==> src/rtl/exu_wb_arbiter.sv <==
// Writeback arbiter: per-source FIFOs feeding one registered register-file write port.
// Fixed-priority or round-robin grant; writes to x0 are accepted and dropped.
module exu_wb_arbiter #(
  parameter int NUM_SRC = 4,
  parameter int DATA_W  = 32,
  parameter int ADDR_W  = 5,
  parameter int DEPTH   = 2,
  parameter int RR_MODE = 0
) (
  input  logic                      clk,
  input  logic                      rst,
  input  logic [NUM_SRC-1:0]        src_valid_i,
  output logic [NUM_SRC-1:0]        src_ready_o,
  input  logic [NUM_SRC*ADDR_W-1:0] src_waddr_i,
  input  logic [NUM_SRC*DATA_W-1:0] src_wdata_i,
  output logic                      reg_we_o,
  output logic [ADDR_W-1:0]         reg_waddr_o,
  output logic [DATA_W-1:0]         reg_wdata_o,
  output logic                      busy_o
);

  localparam int PW = $clog2(DEPTH);
  localparam int CW = PW + 1;
  localparam int IW = $clog2(NUM_SRC);
  localparam int EW = ADDR_W + DATA_W;

  logic [NUM_SRC-1:0]    full;
  logic [NUM_SRC-1:0]    empty;
  logic [NUM_SRC-1:0]    push;
  logic [NUM_SRC-1:0]    pop;
  logic [NUM_SRC*EW-1:0] heads;

  logic          gnt_vld;
  logic [IW-1:0] gnt_idx;
  logic [IW-1:0] rr_ptr;
  logic [EW-1:0] head_sel;

  for (genvar i = 0; i < NUM_SRC; i++) begin : g_src
    logic [EW-1:0] mem [DEPTH];
    logic [PW-1:0] wr_ptr;
    logic [PW-1:0] rd_ptr;
    logic [CW-1:0] cnt;
    logic [ADDR_W-1:0] waddr;
    logic [DATA_W-1:0] wdata;

    assign waddr    = src_waddr_i[i*ADDR_W +: ADDR_W];
    assign wdata    = src_wdata_i[i*DATA_W +: DATA_W];
    assign full[i]  = (cnt == CW'(DEPTH));
    assign empty[i] = (cnt == '0);
    // x0 writes complete the handshake but never occupy a slot
    assign push[i]  = src_valid_i[i] & ~full[i] & (waddr != '0);
    assign pop[i]   = gnt_vld & (gnt_idx == IW'(i));
    assign heads[i*EW +: EW] = mem[rd_ptr];

    always_ff @(posedge clk) begin
      if (rst) begin
        wr_ptr <= '0;
        rd_ptr <= '0;
        cnt    <= '0;
      end else begin
        if (push[i]) wr_ptr <= wr_ptr + PW'(1);
        if (pop[i])  rd_ptr <= rd_ptr + PW'(1);
        unique case ({push[i], pop[i]})
          2'b10:   cnt <= cnt + CW'(1);
          2'b01:   cnt <= cnt - CW'(1);
          default: cnt <= cnt;
        endcase
      end
    end

    always_ff @(posedge clk) begin
      if (push[i]) mem[wr_ptr] <= {waddr, wdata};
    end
  end

  // Scan starts at rr_ptr in round-robin mode, at 0 in fixed mode
  always_comb begin
    logic [IW-1:0] base;
    logic [IW-1:0] idx;
    int j;
    gnt_vld = 1'b0;
    gnt_idx = '0;
    idx     = '0;
    j       = 0;
    base    = (RR_MODE != 0) ? rr_ptr : '0;
    for (int k = 0; k < NUM_SRC; k++) begin
      j = int'(base) + k;
      if (j >= NUM_SRC) j = j - NUM_SRC;
      idx = IW'(j);
      if (!gnt_vld && !empty[idx]) begin
        gnt_vld = 1'b1;
        gnt_idx = idx;
      end
    end
  end

  always_comb begin
    head_sel = heads[int'(gnt_idx)*EW +: EW];
  end

  always_ff @(posedge clk) begin
    if (rst) begin
      rr_ptr <= '0;
    end else if (gnt_vld) begin
      rr_ptr <= (gnt_idx == IW'(NUM_SRC-1)) ? '0 : gnt_idx + IW'(1);
    end
  end

  always_ff @(posedge clk) begin
    if (rst) begin
      reg_we_o    <= 1'b0;
      reg_waddr_o <= '0;
      reg_wdata_o <= '0;
    end else begin
      reg_we_o <= gnt_vld;
      if (gnt_vld) {reg_waddr_o, reg_wdata_o} <= head_sel;
    end
  end

  assign src_ready_o = ~full;
  assign busy_o      = ~(&empty) | reg_we_o;

endmodule
==> config.mk <==
export PLATFORM = sky130hd
export DESIGN_NAME = exu_wb_arbiter
export DESIGN_NICKNAME = d
export VERILOG_FILES = /design/src/rtl/exu_wb_arbiter.sv
export SDC_FILE = /design/constraint.sdc
export NUM_CORES = 1
export LEC_CHECK = 0
export BUFFER_PORTS_ARGS = -buffer_cell sky130_fd_sc_hd__buf_4
export CORE_ASPECT_RATIO = 0.9
export CORE_MARGIN = 3
export CORE_UTILIZATION = 50
export DETAILED_ROUTE_END_ITERATION = 12
export PLACE_DENSITY_LB_ADDON = 0.08
export SETUP_SLACK_MARGIN = 0.05
export SLEW_MARGIN = 20
export SYNTH_ARGS = -nofsm -noshare
export SYNTH_HDL_FRONTEND = slang
export SYNTH_SLANG_ARGS = --single-unit
==> constraint.sdc <==
create_clock -name clk -period 5.83 [get_ports clk]
set_input_delay 0.8745 -clock clk [delete_from_list [all_inputs] [get_ports clk]]
set_output_delay 0.8745 -clock clk [all_outputs]
set_load 0.05 [all_outputs]
## Yosys cells after proc, flatten, opt, wreduce, memory -nomap -nowiden

Memories as Yosys holds them, arrays and structs flattened. A register that Yosys moved wholly into a read port is not among the register bits.
Index checks and enable logic that the tools add are counted.

- Bits in writable memories: 296
- Latch bits: 0
- Memories kept: 4
- Output and inout port bits: 43
- Flip-flop bits (word level): 54
- Input port bits: 154
- ROM bits: 0
- Word-level logic and storage cells: 120

Memories:

| name | words | bits a word | rd ports | clocked after Yosys merged registers in | wr ports | line | RTL |
|---|---|---|---|---|---|---|---|
| g_src[0].mem | 2 | 37 | 1 | 1 | 1 | 39 | `logic [EW-1:0] mem [DEPTH];` |
| g_src[1].mem | 2 | 37 | 1 | 1 | 1 | 39 |  |
| g_src[2].mem | 2 | 37 | 1 | 1 | 1 | 39 |  |
| g_src[3].mem | 2 | 37 | 1 | 1 | 1 | 39 |  |

- Divide/modulo/power cells: 0
- Mux-type cells: 27
- Bitwise gates (word level): 19
- Magnitude comparators: 0
- Add/sub/neg operators: 16
- Multiply operators: 1
- Reductions and logical operators: 22
- Equality and inequality tests: 15
- Shifts and indexed selects: 1

Operators with widths:

| cell | count |
|---|---|
| indexed part select 148 x 9 -> 37 bit | 1 |
| 2-to-1 mux 1 bit | 21 |
| == test 2 bit, second input constant | 10 |
| nonzero test 5 bit | 4 |
| case mux 2 bit (2 select lines) | 4 |
| AND 1 bit | 12 |
| == test 2 x 1 -> 1 bit, second input constant | 5 |
| zero test 2 bit | 5 |
| adder 1 bit, second input constant | 8 |
| adder 2 x 1 -> 2 bit, second input constant | 4 |
| multiplier 2 x 6 -> 8 bit, second input constant | 1 |
| nonzero test 2 bit | 4 |
| subtractor 2 x 1 -> 2 bit, second input constant | 4 |
| zero test 1 bit | 5 |
| inverter 1 bit | 5 |
| 2-to-1 mux 2 bit | 2 |
| inverter 4 bit | 1 |
| AND reduction 4 bit | 1 |
| logical AND 1 bit | 3 |
| bitwise OR 1 bit | 1 |

## Longest topological paths before layout

Gate-level depths: netlist (run 1).

- Depth after elaboration: 14
- Gate-level depth with buffers: 9
- Mapped depth without buffers: 7

## Worst setup path after synthesis (run 1)

OpenSTA, ideal clock, no wires.

- Path kind: reg2reg
- Start: register g_src[0].cnt[0]
- End: memory g_src[0].mem[0][0] (netlist bit), enable pin
- Arrival time: 2936 ps
- Data required time: 5399 ps
- Buffers on the path: 1
- Stages on the path, launching flop included: 5
- Clock period less this slack: 3367 ps
- Setup time: 431 ps
- Slack: 2463 ps
- Cell sequence: dfxtp_1 > clkbuf_1 > nand2b_1 > o211ai_1 > nor2_1

- Word-level cells in the longest chain between the ends: 6

RTL lines:

| what | line | RTL |
|---|---|---|
| from (decl) | 42 | `logic [CW-1:0] cnt;` |
| from (signal assigned) | 64 | `2'b10: cnt <= cnt + CW'(1);` |
| from (signal assigned) | 65 | `2'b01: cnt <= cnt - CW'(1);` |
| from (signal assigned) | 66 | `default: cnt <= cnt;` |
| == test 2 bit | 48 | `assign full[i] = (cnt == CW'(DEPTH));` |
| inverter 1 bit | 51 | `assign push[i] = src_valid_i[i] & ~full[i] & (waddr != '0);` |
| AND 1 bit (2 in series) | 51 |  |
| 2-to-1 mux 1 bit | 72 | `if (push[i]) mem[wr_ptr] <= {waddr, wdata};` |
| 2-to-1 mux 1 bit (not written as such) | 72 |  |
| to (decl) | 39 |  |

No other way between the ends.

## Final worst setup path (run 1)

- Start: register g_src[0].cnt[0]
- End: register g_src[1].cnt[1]

- Word-level cells in the longest chain between the ends: 13
- Elaborated cells on any way between the ends: 19
- Those cells by class: 3 x eq/ne; 8 x mux; 1 x bitwise; 7 x reduce/logical

RTL lines:

| what | line | RTL |
|---|---|---|
| zero test 2 bit * | 49 | `assign empty[i] = (cnt == '0);` |
| 2-to-1 mux 1 bit / logical AND 1 bit (equally long branches) | 90 | `if (!gnt_vld && !empty[idx]) begin` |
| 2-to-1 mux 1 bit | 90 |  |
| zero test 1 bit | 90 |  |
| logical AND 1 bit | 90 |  |
| 2-to-1 mux 1 bit | 90 |  |
| zero test 1 bit | 90 |  |
| logical AND 1 bit | 90 |  |
| 2-to-1 mux 2 bit | 90 |  |
| == test 2 x 1 -> 1 bit | 52 | `assign pop[i] = gnt_vld & (gnt_idx == IW'(i));` |
| AND 1 bit * | 52 |  |
| == test 2 x 1 -> 1 bit / == test 2 bit (equally long branches) | 63 | `unique case ({push[i], pop[i]})` |
| case mux 2 bit (2 select lines) / nonzero test 2 bit (equally long branches) | n/a |  |
| to (signal assigned) | 64 |  |
| to (signal assigned) | 65 |  |
| to (signal assigned) | 66 |  |
| to (decl) | 42 |  |

Mark *: on every way between the ends. The rest lies on a longest branch, timed or not.
A chain may end at the register's enable or synchronous reset.

==> flow_metrics.py, run 1 <==
metrics = {
    "setup_path": {
        "worstPathMaxFanout": 21,
        "cp-start-kind": "flip-flop",
        "reg2reg_depth": 7,
        "cp_cell_sequence": "nor2_1, inv_1, nor2_2, buf_4, ha_1, or3_1, a21oi_1",
        "critPathCaptureType": "flip-flop",
        "slowest_delay_ns": 0.84,
        "path_buf_inv": 2,
        "critical_path_class": "flip-flop to flip-flop",
        "slowest_stage": "nor2_2",
        "required_ns": 6.26,
        "crit_cells": 7,
        "crit_family": "simple AND/OR/NAND/NOR gates",
        "cp.arrival_ns": 3.52,
    },
    "place": {
        "port-buffer-count": 196,
        "globalplace.congestion": 0.798,
        "dp_hpwl_um": 21900,
        "placed_cells": 1372,
    },
    "route": {
        "avgRoutedWirePerCell_um": 22.5,
        "drtIter0Drc": 698,
        "dr.pass1.iters": 5,
        "vias": 8192,
        "ant_nets": 0,
        "drc": 0,
        "wirelength_um": 32600,
        "via_per_inst": 5.65,
    },
    "final_layout": {
        "drive_gt1_share_pct": 29.4,
        "layout_commonest_cell": "edfxtp_1",
        "instances_no_fill": 1449,
        "fillers": 2031,
        "multi_input_area_mm2": 0.00350,
        "syn_to_final_growth_pct": 23.4,
        "layout_common_cells": "edfxtp_1 (296), buf_4 (207), mux2i_1 (64), dfxtp_1 (55), nor2b_1 (53)",
        "seq_area_mm2": 0.0101,
        "layout.nets": 1223,
    },
    "yosys": {
        "synth_compound_area_share_pct": 10.0,
        "synth_fa_ha_area_share_pct": 0.363,
        "synth-simple-area-share_pct": 5.76,
        "synth_top_family_by_area": "compound AO/OA/AOI/OAI gates",
        "synth_seq_area_share_pct": 72.9,
        "yosys_warnings": 0,
        "synth_seq_cells": 354,
        "synthArstFlopShare_pct": 0,
        "ys.flop_type": "edfxtp_1",
        "ys_types": 41,
        "syn-instance-count": 871,
        "synth.area.mux_share_pct": 7.67,
        "syn_area_mm2": 0.0138,
        "synth-xor-area-share_pct": 1.02,
        "synth_edf_count": 296,
        "synth_area_per_cell_um2": 15.8,
        "synth_nets": 1029,
    },
    "global_routing": {
        "antenna_found_initial": 0,
        "grt.busiest_layer": "met1",
        "grt_pass1_wl_um": 48200,
        "grtUsageMet2_pct": 30.2,
        "use_met3_pct": 4.65,
        "grt_pass1_vias": 7947,
        "grt_usage_pct": 21.4,
        "use_met1_pct": 33.9,
        "grt_max_degree": 64,
        "globalRouteOverflowTotal": 0,
    },
    "floorplanning": {
        "num_io_pins": 197,
        "die_h_um": 164,
        "start_util_pct": 50.9,
        "rows": 57,
        "core-area_mm2": 0.0271,
        "die_w_um": 181,
        "dieArea_mm2": 0.0296,
    },
    "sta": {
        "max_freq_mhz": 324,
        "worst_pin_slew_ns": 1.02,
        "tns_ns": 0,
        "fin_worst_skew_ns": 0.00961,
        "report.final.slew_viol_count": 0,
        "finalHoldViolations": 0,
        "rsz0062_at_grt": "false",
        "period_minus_slack_ns": 3.09,
        "relSlewSlack_pct": 31.7,
        "setup_viol": 0,
        "fin_crit_sh_pct": 53.0,
    },
    "power": {
        "ir_drop_v": 0.000287,
        "powerDensity_mw_per_mm2": 529,
        "p_leak_nw": 5.99,
    },
    "clocking": {
        "postCtsSetupRepairBufs": 0,
        "cts_buffer_depth": 3,
        "cts_sinks": 354,
        "cts_tree": "built",
        "clk_pin_slew_ns": 0.06,
        "cts_resized": 0,
        "h-tree-depth": 2,
        "cts_buffers": 37,
        "holdBufCountCts": 0,
        "ctsRootBufferMaster": "clkbuf_16",
        "insertion_delay_ns": 0.51,
    },
    "run_status": {
        "status": "finished, final reports clean",
    },
    "run": {
        "drv_cap": 0,
    },
    "worst_hold_path": {
        "hold_depth": 2,
        "hp-class": "flip-flop to flip-flop",
    },
}
## cells in the mapped netlist, types with 26 or more instances
| master | count | area share [%] |
|---|---|---|
| nand2_1 | 31 | 0.84 |
| edfxtp_1 | 296 | 64 |
| mux2_2 | 37 | 3.0 |
| a22o_1 | 26 | 1.7 |
| dfxtp_1 | 58 | 8.4 |
| nor2b_1 | 53 | 2.4 |
| mux2i_1 | 64 | 4.6 |
| o21ai_0 | 36 | 1.3 |
| nor2_1 | 31 | 0.84 |
| a221oi_1 | 52 | 3.3 |
| a2111oi_0 | 27 | 1.7 |
| clkbuf_1 | 38 | 1.0 |
## layout make-up
class                           count  share of cell area (%)
Antenna cell                        1                  0.0147
Clock buffer                       57                    6.61
Clock inverter                     11                   0.750
Inverter                            6                   0.132
Multi-Input combinational cell    451                    20.6
Sequential cell                   354                    59.1
Tap cell                          354                    2.60
Timing Repair Buffer              215                    10.2
## logic make-up after synthesis
logic type | after synthesis
muxes | 101
xor gates and xnor gates | 16
buffers and inverters | 66
AOI/OAI and AO/OA | 183
DFF | 354
adders and majority gates | 4
and+or+nand+nor | 147
## tightest hold or removal path, delay by kind of cell (launching register included)
kind	cells	cell delay, ns
and+or+nand+nor	1	0.06
AOI/OAI and AO/OA	1	0.05
DFF	1	0.32
## state kept, by name, indices dropped and copies added (netlist names), named ones only
signal / flops
g_src.mem: 296
reg_waddr_o: 5
g_src.rd_ptr: 4
reg_we_o: 1
g_src.cnt: 8
g_src.wr_ptr: 4
reg_wdata_o: 32
## power breakdown
| group | internal (W) | switching (W) | total (W) | leakage, nW |
|---|---|---|---|---|
| logic | 0.00107 | 0.00204 | 0.00310 | 2.13 |
| registers | 0.00329 | 0.000211 | 0.00350 | 3.25 |
| clock network | 0.00146 | 0.000921 | 0.00238 | 0.612 |
## through the flow
step	total power [W]	util (%)	setup slack [ns]	hold slack (ns)	cell area, µm²
2_1_floorplan	0.00559	-	2.46	0.480	13800
3_3_place_gp	0.00655	57.4	2.68	0.454	15600
3_5_place_dp	0.00659	57.4	2.65	0.460	15600
4_1_cts	0.00898	62.1	2.76	0.469	16800
5_1_grt	0.00941	62.8	2.48	0.485	17000
6_report	0.00899	62.8	2.74	0.466	17000
## worst paths after layout
path	from	to	slack [ns]
worst min-delay path	reg_wdata_o[21]	reg_wdata_o[21]	0.47
worst max-delay path	g_src[0].cnt[0]	g_src[1].cnt[1]	2.74
worst max register to register	g_src[0].cnt[0]	g_src[1].cnt[1]	2.74
worst min register to register	reg_wdata_o[21]	reg_wdata_o[21]	0.47
## per-layer routing
| layer | share of wire, % | vias to the layer above |
|---|---|---|
| li1 | - | 3836 |
| met1 | 48 | 4033 |
| met2 | 43 | 280 |
| met3 | 7.4 | 43 |
| met4 | 1.8 | 0 |
| met5 | 0 | - |
Note: power is estimated with default switching activity, not from simulation.
==> inputs of run 2 (changes only) <==
==> constraint.sdc (replaced) <==
create_clock -name clk -period 2.6 [get_ports clk]
set_input_delay 0.39 -clock clk [delete_from_list [all_inputs] [get_ports clk]]
set_output_delay 0.39 -clock clk [all_outputs]
set_load 0.05 [all_outputs]
==> run 2 against run 1 <==
Register-to-register slack worse by 2.4 ns; count of clock-buffer cells in the layout down 7; cell area up 0.28%; sequential cell count unchanged; die area unchanged; clock power up 110%; critical path depth down 2; first-iteration DRC count up 8.9%; critical endpoint is now g_src[2].cnt[1]; largest cell class unchanged; highest routed layer is now met5.
==> flow_metrics.py, run 2 (synthesis gave the netlist of run 1 again) <==
metrics = {
    "run_status": {
        "status": "finished, final reports clean",
    },
    "sta": {
        "max_freq_mhz": 442,
        "setup_viol": 0,
        "fin_worst_skew_ns": 0.0110,
        "fin_ws_ns": 0.338,
        "report.final.slew_viol_count": 0,
        "fin_crit_sh_pct": 87.0,
        "relSlewSlack_pct": 59.3,
        "finalHoldViolations": 0,
        "period_minus_slack_ns": 2.26,
        "rsz0062_at_grt": "false",
        "worst_pin_slew_ns": 0.610,
    },
    "route": {
        "avgRoutedWirePerCell_um": 22.5,
        "ant_nets": 0,
        "vias": 8346,
        "drtIter0Drc": 760,
        "via_per_inst": 5.69,
        "drc": 0,
        "dr.pass1.iters": 5,
        "wirelength_um": 32900,
    },
    "global_routing": {
        "grt_pass1_wl_um": 49400,
        "grt_max_degree": 53,
        "grt_usage_pct": 21.9,
        "antenna_found_initial": 1,
        "globalRouteOverflowTotal": 0,
        "grt_pass1_vias": 8104,
    },
    "final_layout": {
        "syn_to_final_growth_pct": 23.7,
        "layout_common_cells": "edfxtp_1 (296), buf_4 (222), mux2i_1 (64), dfxtp_1 (55), nor2b_1 (53)",
        "layout_commonest_cell": "edfxtp_1",
        "largest_reg_flops": 296,
        "reg_top3": "g_src.mem: 296 flops, reg_wdata_o: 32 flops, g_src.cnt: 8 flops",
        "fillers": 2024,
        "regMostFlops": "g_src.mem",
        "design_area_mm2": 0.0171,
        "n_antenna_cell": 0,
        "final_core_util_pct": 62.9,
        "drive_gt1_share_pct": 30.7,
        "layout.nets": 1241,
        "instances_no_fill": 1466,
    },
    "place": {
        "globalplace.congestion": 0.796,
        "dp_hpwl_um": 23000,
        "placed_cell_area_mm2": 0.0159,
        "port-buffer-count": 196,
        "place_ws_ns": 0.367,
        "placed_cells": 1397,
    },
    "floorplanning": {
        "rows": 57,
        "dieArea_mm2": 0.0296,
        "die_w_um": 181,
        "num_io_pins": 197,
        "start_util_pct": 50.9,
        "die_h_um": 164,
        "core-area_mm2": 0.0271,
    },
    "clocking": {
        "h-tree-depth": 2,
        "insertion_delay_ns": 0.52,
        "cts_tree": "built",
        "cts_buffer_depth": 3,
        "cts_sinks": 354,
        "clk_pin_slew_ns": 0.06,
        "cts_buffers": 38,
        "ctsRootBufferMaster": "clkbuf_16",
        "cts_resized": 0,
        "postCtsSetupRepairBufs": 0,
        "holdBufCountCts": 0,
    },
    "worst_hold_path": {
        "hp-class": "input port to flip-flop",
        "hold_depth": 1,
    },
    "setup_path": {
        "required_ns": 3.05,
        "worstPathMaxFanout": 35,
        "slowest_delay_ns": 0.76,
        "cp_cell_sequence": "or4_4, nor2_1, ha_1, or3_1, a21oi_1",
        "slowest_stage": "or4_4",
        "reg2reg_depth": 5,
        "cp-start-kind": "flip-flop",
        "critical_path_class": "flip-flop to flip-flop",
        "critPathCaptureType": "flip-flop",
        "cp.arrival_ns": 2.71,
    },
    "run": {
        "drv_cap": 0,
    },
    "power": {
        "ir_drop_v": 0.000541,
        "powerDensity_mw_per_mm2": 1180,
        "p_leak_nw": 6.05,
    },
}
-- run 2: cell types whose count changed in the layout (fill, tap and decap cells not counted), sizes merged --
| cell | previous run | this run |
|---|---|---|
| buf | 215 | 232 |
| bufinv | 3 | 1 |
| clkbuf | 57 | 50 |
| clkinv | 7 | 16 |
| diode | 1 | 0 |
| inv | 7 | 8 |
-- run 2: through the flow --
step / setup TNS, ns / hold slack (ns) / total power [W]
final: 0 / 0.0529 / 0.0201
after global placement: 0 / 0.461 / 0.0150
after global routing: 0 / 0.0336 / 0.0211
after CTS: 0 / 0.0363 / 0.0202
after detailed placement: 0 / 0.464 / 0.0151
after floorplan: -40.70 / 0.480 / 0.0125
-- run 2: final timing paths --
path | start | end | slack (ns)
setup / recovery | g_src[1].cnt[1] | g_src[2].cnt[1] | 0.34
hold / removal | src_wdata_i[43] | g_src[1].mem[1][11] | 0.05
setup reg to reg | g_src[1].cnt[1] | g_src[2].cnt[1] | 0.34
hold reg to reg | reg_wdata_o[21] | reg_wdata_o[21] | 0.47
-- run 2: report_power, final --
part	internal, W	switching (W)	total [W]
registers	0.00738	0.000525	0.00791
logic	0.00256	0.00457	0.00713
clock network	0.00297	0.00211	0.00507
-- run 2: routing by layer --
layer	global-route usage, %	wire (µm)	up-vias
met1	35.2	15700	4136
li1	-	-	3859
met2	30.4	14100	312
met4	4.74	546	2
met5	0	13	-
met3	5.19	2610	37
-- run 2: layout make-up --
type | instances | area, µm² | area share [%]
multi-input cells | 451 | 3500 | 20.5
clock buffers | 50 | 1060 | 6.20
well taps | 354 | 443 | 2.60
repair buffers | 232 | 1870 | 10.9
clock inverters | 19 | 120 | 0.704
flip-flops and latches | 354 | 10100 | 58.9
inverters | 6 | 22.5 | 0.132
-- run 2: critical path: cells and delay by family (launching register included) --
family,cells,cell delay [ns]
AO/OA/AOI/OAI,1,0.14
adder cells (fa/ha/maj),1,0.29
AND/OR/NAND/NOR,3,1.36
flip-flops,1,0.38
